--- config.mk ---
export PLATFORM = sky130hd
export DESIGN_NAME = if_id_stage
export DESIGN_NICKNAME = d
export VERILOG_FILES = /design/src/rtl/if_id_stage.sv
export SDC_FILE = /design/constraint.sdc
export NUM_CORES = 1
export LEC_CHECK = 0
export BUFFER_PORTS_ARGS = -buffer_cell sky130_fd_sc_hd__buf_2
export CAP_MARGIN = 20
export CORE_MARGIN = 1
export CORE_UTILIZATION = 45
export CTS_CLUSTER_DIAMETER = 50
export DETAILED_ROUTE_END_ITERATION = 6
export GPL_ROUTABILITY_DRIVEN = 0
export PLACE_DENSITY = 0.77
export SLEW_MARGIN = 0
export SYNTH_ARGS = -nofsm -noshare
export SYNTH_HDL_FRONTEND = slang
export SYNTH_SLANG_ARGS = --single-unit
export TNS_END_PERCENT = 10
--- constraint.sdc ---
create_clock -name clk -period 1.8 [get_ports clk]
set_input_delay 0.18 -clock clk [delete_from_list [all_inputs] [get_ports clk]]
set_output_delay 0.18 -clock clk [all_outputs]
set_load 0.03 [all_outputs]
--- src/rtl/if_id_stage.sv ---
// if_id_stage: IF/ID valid/ready register slice with one skid entry, flush, and MIPS field decode.
// Define IFID_PERF_CNT_EN to add the perfFetched/perfStallCyc/perfFlushed counters.
module if_id_stage #(
    parameter int               WIDTH     = 32,
    parameter logic [WIDTH-1:0] NOP_INSTR = '0
) (
    input  logic             clk,
    input  logic             rst_n,
    input  logic [WIDTH-1:0] ifInstr,
    input  logic [WIDTH-1:0] ifPcPlus4,
    input  logic             ifValid,
    output logic             ifReady,
    input  logic             flush,
    input  logic             idStall,
    output logic             idValid,
    output logic [WIDTH-1:0] idInstr,
    output logic [WIDTH-1:0] idPcPlus4,
    output logic [5:0]       opcode,
    output logic [4:0]       rs,
    output logic [4:0]       rt,
    output logic [4:0]       rd,
    output logic [4:0]       shamt,
    output logic [5:0]       funct,
    output logic [31:0]      immSext,
    output logic [31:0]      jumpTarget
`ifdef IFID_PERF_CNT_EN
    ,
    output logic [31:0]      perfFetched,
    output logic [31:0]      perfStallCyc,
    output logic [31:0]      perfFlushed
`endif
);
    logic             oValid, sValid;
    logic [WIDTH-1:0] oInstr, oPc4, sInstr, sPc4;
    logic             accept;

    // ifReady depends only on the skid flop, so idStall never reaches IF combinationally
    assign ifReady = !sValid;
    assign accept  = ifValid && ifReady;

    always_ff @(posedge clk or negedge rst_n) begin
        if (!rst_n) begin
            oValid <= 1'b0;
            oInstr <= NOP_INSTR;
            oPc4   <= '0;
            sValid <= 1'b0;
            sInstr <= '0;
            sPc4   <= '0;
        end else if (flush) begin
            oValid <= 1'b0;
            oInstr <= NOP_INSTR;
            oPc4   <= '0;
            sValid <= 1'b0;
        end else if (idStall) begin
            if (accept) begin
                sValid <= 1'b1;
                sInstr <= ifInstr;
                sPc4   <= ifPcPlus4;
            end
        end else if (sValid) begin
            oValid <= 1'b1;
            oInstr <= sInstr;
            oPc4   <= sPc4;
            sValid <= accept;
            if (accept) begin
                sInstr <= ifInstr;
                sPc4   <= ifPcPlus4;
            end
        end else if (accept) begin
            oValid <= 1'b1;
            oInstr <= ifInstr;
            oPc4   <= ifPcPlus4;
        end else begin
            oValid <= 1'b0;
            oInstr <= NOP_INSTR;
        end
    end

    // oInstr is forced to NOP_INSTR on every path that clears oValid
    assign idValid    = oValid;
    assign idInstr    = oInstr;
    assign idPcPlus4  = oPc4;
    assign opcode     = idInstr[31:26];
    assign rs         = idInstr[25:21];
    assign rt         = idInstr[20:16];
    assign rd         = idInstr[15:11];
    assign shamt      = idInstr[10:6];
    assign funct      = idInstr[5:0];
    assign immSext    = {{16{idInstr[15]}}, idInstr[15:0]};
    assign jumpTarget = {idPcPlus4[31:28], idInstr[25:0], 2'b00};

`ifdef IFID_PERF_CNT_EN
    always_ff @(posedge clk or negedge rst_n) begin
        if (!rst_n) begin
            perfFetched  <= '0;
            perfStallCyc <= '0;
            perfFlushed  <= '0;
        end else begin
            perfFetched  <= perfFetched + 32'(accept);
            perfStallCyc <= perfStallCyc + 32'(idStall && oValid);
            if (flush)
                perfFlushed <= perfFlushed + 32'(oValid) + 32'(sValid) + 32'(accept);
        end
    end
`endif
endmodule

-- After elaboration in Yosys (flattened, before gate mapping)
Cells that the tools add are included.
- add/subtract/negate cells: 0
- multipliers: 0
- divide/modulo/power cells: 0
- magnitude comparators: 0
- equal/unequal tests: 2
- shifts and indexed selects: 0
- muxes and demuxes: 22
- bitwise logic cells: 1
- reduce and logical (&&, ||, !) cells: 6
- operators with widths (cell ; number):
    32-bit two-way mux ; 14
    1-bit two-way mux ; 8
    2-bit AND reduction ; 2
    3-bit by 2-bit != test with 1-bit output (second input constant) ; 1
    3-bit nonzero test ; 1
    2-bit != test (second input constant) ; 1
    2-bit nonzero test ; 1
    1-bit logical AND ; 1
    1-bit zero test ; 1
    1-bit inverter ; 1
- flip-flop bits (word level): 130
- latch bits: 0
- bits in writable memories: 0
- ROM bits: 0
- output and inout bits: 162
- logic and storage cells: 37
- memories kept: 0

-- Longest topological paths before layout
Gate-level depths: netlist (run 1).
- depth in word-level cells: 6
- gate-level depth with buffers: 4
- depth with buffers taken out: 2

-- Worst setup path before layout (run 1)
No wires, ideal clock.
- kind: register -> register
- start point: reg sValid
- end point: reg sInstr[10]
- setup time: 0.127 ns
- arrival time: 1.284 ns
- path slack: 0.388 ns
- cell stages (with the launch flop): 5
- buffers on the path: 2
- period minus slack after synthesis: 1.412 ns
- cell sequence: dfrtp_1 > nor4bb_1 > buf_4 > buf_6 > mux2_1
- word-level cells in the longest chain between the ends: 5
- RTL lines (element ; line ; source):
    from (decl) ; 33 ; logic oValid, sValid;
    from (signal assigned) ; 64 ; sValid <= accept;
    1-bit zero test ; 38 ; assign ifReady = !sValid;
    1-bit logical AND ; 39 ; assign accept = ifValid && ifReady;
    32-bit two-way mux (3 in series) ; -- ;
    to (signal assigned) ; 57 ; sInstr <= ifInstr;
    to (signal assigned) ; 66 ; sInstr <= ifInstr;
    to (decl) ; 34 ; logic [WIDTH-1:0] oInstr, oPc4, sInstr, sPc4;
Parallel ways exist; a longest one is shown, timed or not. The select of a mux whose other input is x is not followed.
A chain may end at the register's enable or synchronous reset.

-- Worst setup path after layout (run 1)
- start point: reg sValid
- end point: reg sPc4[24]
- word-level cells in the longest chain between the ends: 5
- RTL lines (element ; line ; source):
    1-bit zero test ; 38 ;
    1-bit logical AND ; 39 ;
    32-bit two-way mux (3 in series) ; -- ;
    to (signal assigned) ; 58 ; sPc4 <= ifPcPlus4;
    to (signal assigned) ; 67 ; sPc4 <= ifPcPlus4;
    to (decl) ; 34 ;
Parallel ways exist; a longest one is shown, timed or not. The select of a mux whose other input is x is not followed.

==> results of run 1 <==
==> flip-flops by register name, summed over array words and instances (netlist names) <==
| name | count |
|---|---|
| idValid | 1 |
| idInstr | 32 |
| idPcPlus4 | 32 |
| sValid | 1 |
| sPc4 | 32 |
| sInstr | 32 |
==> logic make-up after synthesis <==
group | Yosys count | synth area share
other cells | 1 | 0.000586
compound gates | 66 | 0.0962
simple gates | 71 | 0.0862
flops | 130 | 0.508
mux | 96 | 0.163
buf+inv | 135 | 0.146
==> worst register-to-register path: stages, from the launching register on <==
cell,delay (ns)
dfrtp_2,0.45
nor4bb_4,0.44
buf_12,0.28
mux2_1,0.38
==> cell type report <==
class                      instances  area share
timing repair buffer             293       0.226
clock buffer                      23      0.0573
sequential                       130       0.399
tap                              180      0.0276
clock inverter                     9      0.0158
antenna                            1    0.000307
multi-input combinational        235       0.274
inverter                           1    0.000460
==> what timing repair did <==
| item | in CTS | in global routing |
|---|---|---|
| hold buffers | 49 | 0 |
| gates resized for setup | 0 | 0 |
| hold endpoints to repair | 91 | 0 |
==> Yosys cell counts <==
master	count	area (µm²)
buf_2	15	75.1
mux2_1	60	676
o21ai_0	1	5.00
mux2i_1	32	320
nor3b_2	1	12.5
nor3b_1	1	7.51
nor2_1	1	3.75
nand3b_1	1	7.51
o21ba_2	1	10.0
or2_1	1	6.26
nor4bb_1	1	10.0
mux2_2	4	45.0
a221o_1	32	320
clkbuf_1	16	60.1
inv_1	1	3.75
nand2b_1	32	200
conb_1	1	3.75
dfrtp_1	130	3250
buf_4	97	728
nor4b_4	1	23.8
and3b_1	32	280
buf_6	6	67.6
o32ai_1	32	280
==> power by group through the flow <==
stage	clock [mW]	combinational (mW)	sequential [mW]
3_3_place_gp	0	1.36	3.56
3_5_place_dp	0	1.40	3.58
4_1_cts	3.54	1.49	3.54
5_1_grt	3.69	1.59	3.59
2_1_floorplan	0	0.908	3.68
6_report	3.48	1.48	3.55
==> final timing paths <==
kind                            startpoint             to  slack (ns)  cells past startpoint
worst min register to register     sPc4[9]        sPc4[9]        0.49                      1
worst max-delay path                sValid       sPc4[24]        0.12                      3
worst min-delay path            ifInstr[5]      sInstr[5]        0.01                      2
min in group asynchronous            rst_n  idPcPlus4[15]        0.21                      2
worst max register to register      sValid       sPc4[24]        0.12                      3
max in group asynchronous            rst_n     sInstr[27]        1.01                      3
==> cells in the final DEF (no fill, tap or decap), drive strengths merged <==
master       count
buf            244
dfrtp          130
mux2            64
dlygate4sd3     49
and3b           32
a221o           32
mux2i           32
nand2b          32
o32ai           32
clkbuf          23
clkinv           3
bufinv           3
conb             2
clkinvlp         2
inv              2
nor3b            2
diode            1
nor4b            1
or2              1
nor2             1
o21ba            1
nor4bb           1
nand3b           1
o21ai            1
==> routing by layer <==
metal	wire, µm	up-vias	track usage	part of all wire
li1	-	2082	-	-
met1	6540	2337	0.268	0.40
met2	8370	181	0.390	0.52
met3	980	22	0.0653	0.061
met5	0	-	0	0
met4	292	0	0.0856	0.018
==> metrics by stage <==
step                hold slack [ns]  instance area [µm²]   util  worst slack [ns]
floorplan                    -0.116                 6400      -             0.388
finish                       0.0138                 8160  0.588             0.115
CTS                        0.000602                 8160  0.588             0.116
global route                0.00324                 8160  0.588            0.0691
detailed placement            0.101                 7070  0.510             0.122
global placement             0.0963                 7070  0.510             0.158
==> flow_summary.toml, run 1 <==
[finish]
area_growth_pct = 27.6
drive_above_1_share = 0.408
nets = 747
seq_area_um2 = 3250
fill_cells = 1111
fin_cells = 872
multi_input_area_um2 = 2240

[setup_path]
path_cells = "nor4bb_4 -> buf_12 -> mux2_1"
critPathMaxFanout = 37
arrival_ns = 1.98
cp-end-kind = "flop"
cp_top_family = "flip-flops"
critPathKind = "reg -> reg"
worstSetupStartpointType = "flop"
slowest_delay_ns = 0.45
slowest_stage = "dfrtp_2"
crit_buf_inv = 1
critical_path_required_ns = 2.09

[synthesis]
ys_ff_latch = 130
syn_inst = 499
yosys_warnings = 0
synth_seq_area_share = 0.508
syn_area_um2 = 6400
yosysUniqueCellTypes = 23
synth.avg_cell_area_um2 = 12.8

[grt]
grt_usage = 0.227
antenna_found_initial = 1
grt_pass1_vias = 4698
grt_overflow = 0
grt_max_degree = 70
grt_pass1_wl_um = 25100

[timing]
setup_viol = 0
drv_slew = 0
fin_crit_sh = 0.936
max_freq_mhz = 594
rsz0062_at_grt = "false"
setup_tns_ns = 0
post-route-min-period_ns = 1.68
fin_worst_skew_ns = 0.0127
finalHoldViolations = 0

[cts]
clock_sinks = 130
clk_pin_slew_ns = 0.06
cts_tree = "built"
cts_root_buffer = "clkbuf_16"
cts_max_level = 4
insertion_delay_ns = 0.42
cts_buffers = 17
cts_buffer_depth = 2
cts_setup_buffers = 0

[die]
start_util = 0.461
die_w_um = 121
fp-row-count = 43
die-area_um2 = 14700
die_h_um = 121
ioPinCount = 231
coreArea_um2 = 13900

[drt]
via_per_inst = 5.30
drt_drc_violations_left = 0
route.vias.total = 4622
wirelength_um = 16200
drtAntennaViolNets = 0
post_drt_wl_per_cell_um = 18.6
firstDrtPassIters = 4
drtIter0Drc = 237

[pwr]
power_density_nw_per_um2 = 1040
leakage_nw = 4.19
seqPwrFrac = 0.417
sw_frac_of_total = 0.276
power.share.clock = 0.410
power_frac_comb = 0.174
p_switching_mw = 2.35
irDropWorstVdd_uv = 589
intPower_mw = 6.16
fin_total_pwr_mw = 8.51

[run_status]
outcome = "completed"

[place]
portBuffers = 228
dp.cells = 790
hpwlAfterDp_um = 10100

[run]
maxCapViolCount = 0

[worst_hold_path]
hold_path_class = "in -> reg"
No activity file was read; power rests on OpenSTA's default activity.
==> run 2: changes to the inputs <==
- clock period: 1.8 -> 2.09 ns (I/O delays scaled with it)
==> run 2 against run 1 <==
- first-iteration DRC count is 0.42% lower
- register-to-register slack improved by 0.26 ns
- worst setup slack improved by 0.034 ns
- clock skew decreased by 0.0031 ns
- sequential cell count unchanged
- utilization shrank 3.5 points
- clock power decreased by 4%
- non-clock buffer count down 51
- combinational power decreased by 20%
==> flow_summary.toml, run 2 (synthesis gave the netlist of run 1 again) <==
[cts]
cts_buffers = 17
clock_sinks = 130
cts_tree = "built"
clk_pin_slew_ns = 0.06
cts_setup_buffers = 0
insertion_delay_ns = 0.41
cts_max_level = 4
cts_buffer_depth = 2
cts_root_buffer = "clkbuf_16"

[finish]
area_growth_pct = 20.1
drive_above_1_share = 0.441
final_area_um2 = 7680
fill_cells = 1181
nets = 696
final_core_util = 0.554
layout_common_cells = "227 x buf_2, 129 x dfrtp_1, 60 x mux2_1"
layout_commonest_cell = "buf_2"

[timing]
setup_tns_ns = 0
rsz0062_at_grt = "false"
fin_crit_sh = 0.929
fin_worst_skew_ns = 0.00950
drv_slew = 0
setup_slack_ns = 0.149
relSlewSlack = 0.621
tightest_slew_ns = 0.568
setup_viol = 0
max_freq_mhz = 515
finalHoldViolations = 0
post-route-min-period_ns = 1.94

[pwr]
intPower_mw = 5.52
leakage_nw = 3.99
power_density_nw_per_um2 = 985
seqPwrFrac = 0.404
p_switching_mw = 2.05
power_frac_comb = 0.156
irDropWorstVdd_uv = 591
power.share.clock = 0.440
sw_frac_of_total = 0.271

[run]
maxCapViolCount = 0

[grt]
grt_usage = 0.217
grt_overflow = 0
grt_max_degree = 55
grt_pass1_vias = 4531
grt_pass1_wl_um = 24000
antenna_found_initial = 2

[place]
portBuffers = 228
hpwlAfterDp_um = 10400
place_ws_ns = 0.221
dpl_cell_area_um2 = 7000

[setup_path]
path_cells = "buf_4 -> inv_1 -> buf_2"
cp_top_family = "buffers and inverters"
arrival_ns = 1.73
critPathMaxFanout = 33
slowest_stage = "buf_4"
critPathKind = "reg -> out"
crit_buf_inv = 3
critical_path_required_ns = 1.88
slowest_delay_ns = 0.51
worstSetupStartpointType = "flop"
cp-end-kind = "output port"

[die]
ioPinCount = 231
die_w_um = 121
start_util = 0.461
fp-row-count = 43
coreArea_um2 = 13900
die-area_um2 = 14700
die_h_um = 121

[drt]
post_drt_wl_per_cell_um = 18.8
drtIter0Drc = 236
drt_drc_violations_left = 0
route.vias.total = 4397
drtAntennaViolNets = 0
via_per_inst = 5.36
firstDrtPassIters = 5
wirelength_um = 15400

[worst_hold_path]
hold_path_class = "in -> reg"

[run_status]
outcome = "completed"
## run 2: changes by cell type in the layout (fill, tap and decap cells not counted)
cell           delta
buf_12            -4
buf_4             +1
bufinv_16         +2
clkbuf_1          -3
clkbuf_8          +1
clkinv_2          -3
clkinv_4          +3
dlygate4sd3_1    -48
## run 2: worst reg2reg max path, stage by stage (launching register included)
cell and delay, ns:
dfrtp_2 0.48, nor4bb_4 0.39, buf_12 0.33, mux2_1 0.39
## run 2: power groups by stage
stage	registers (mW)	clock network [mW]	logic, mW
after floorplan	3.17	0	0.782
after global placement	3.06	0	1.15
after detailed placement	3.09	0	1.19
after CTS	3.05	3.40	1.20
after global routing	3.09	3.49	1.28
final	3.05	3.33	1.18
## run 2: metal layers
| layer | vias up | global-route usage | share of wire |
|---|---|---|---|
| met5 | - | 0 | 0.00084 |
| met4 | 2 | 0.0818 | 0.014 |
| met3 | 26 | 0.0653 | 0.073 |
| met2 | 202 | 0.384 | 0.51 |
| met1 | 2181 | 0.246 | 0.40 |
| li1 | 1986 | - | - |
## run 2: cell type report
cell class	instances	area, µm²	share of cell area
diodes	1	2.50	0.000326
flip-flops and latches	130	3250	0.423
repair buffers	242	1290	0.168
multi-input cells	235	2240	0.291
clock inverters	11	200	0.0261
well taps	180	225	0.0293
clock buffers	21	470	0.0612
inverters	1	3.75	0.000488
## run 2: timing repair
item,in CTS,in global routing
hold buffers,1,0
resized for setup,0,0
endpoints found under the hold margin,26,0
## run 2: final timing paths
kind	depth (start not counted)	startpoint	endpoint	slack (ns)
min in group asynchronous	2	rst_n	sPc4[19]	0.27
max	3	sValid	ifReady	0.15
max in group asynchronous	3	rst_n	sPc4[24]	1.18
min reg2reg	1	sPc4[20]	sPc4[20]	0.49
max reg2reg	3	sValid	sPc4[7]	0.38
min	2	ifPcPlus4[27]	sPc4[27]	0.02
## run 2: stage by stage
stage          power (mW)  hold slack (ns)  instances
6_report             7.57           0.0213        821
3_3_place_gp         4.22            0.160        787
3_5_place_dp         4.28            0.167        787
5_1_grt              7.86           0.0203        821
4_1_cts              7.65          0.00572        820
2_1_floorplan        3.96          -0.0866        500
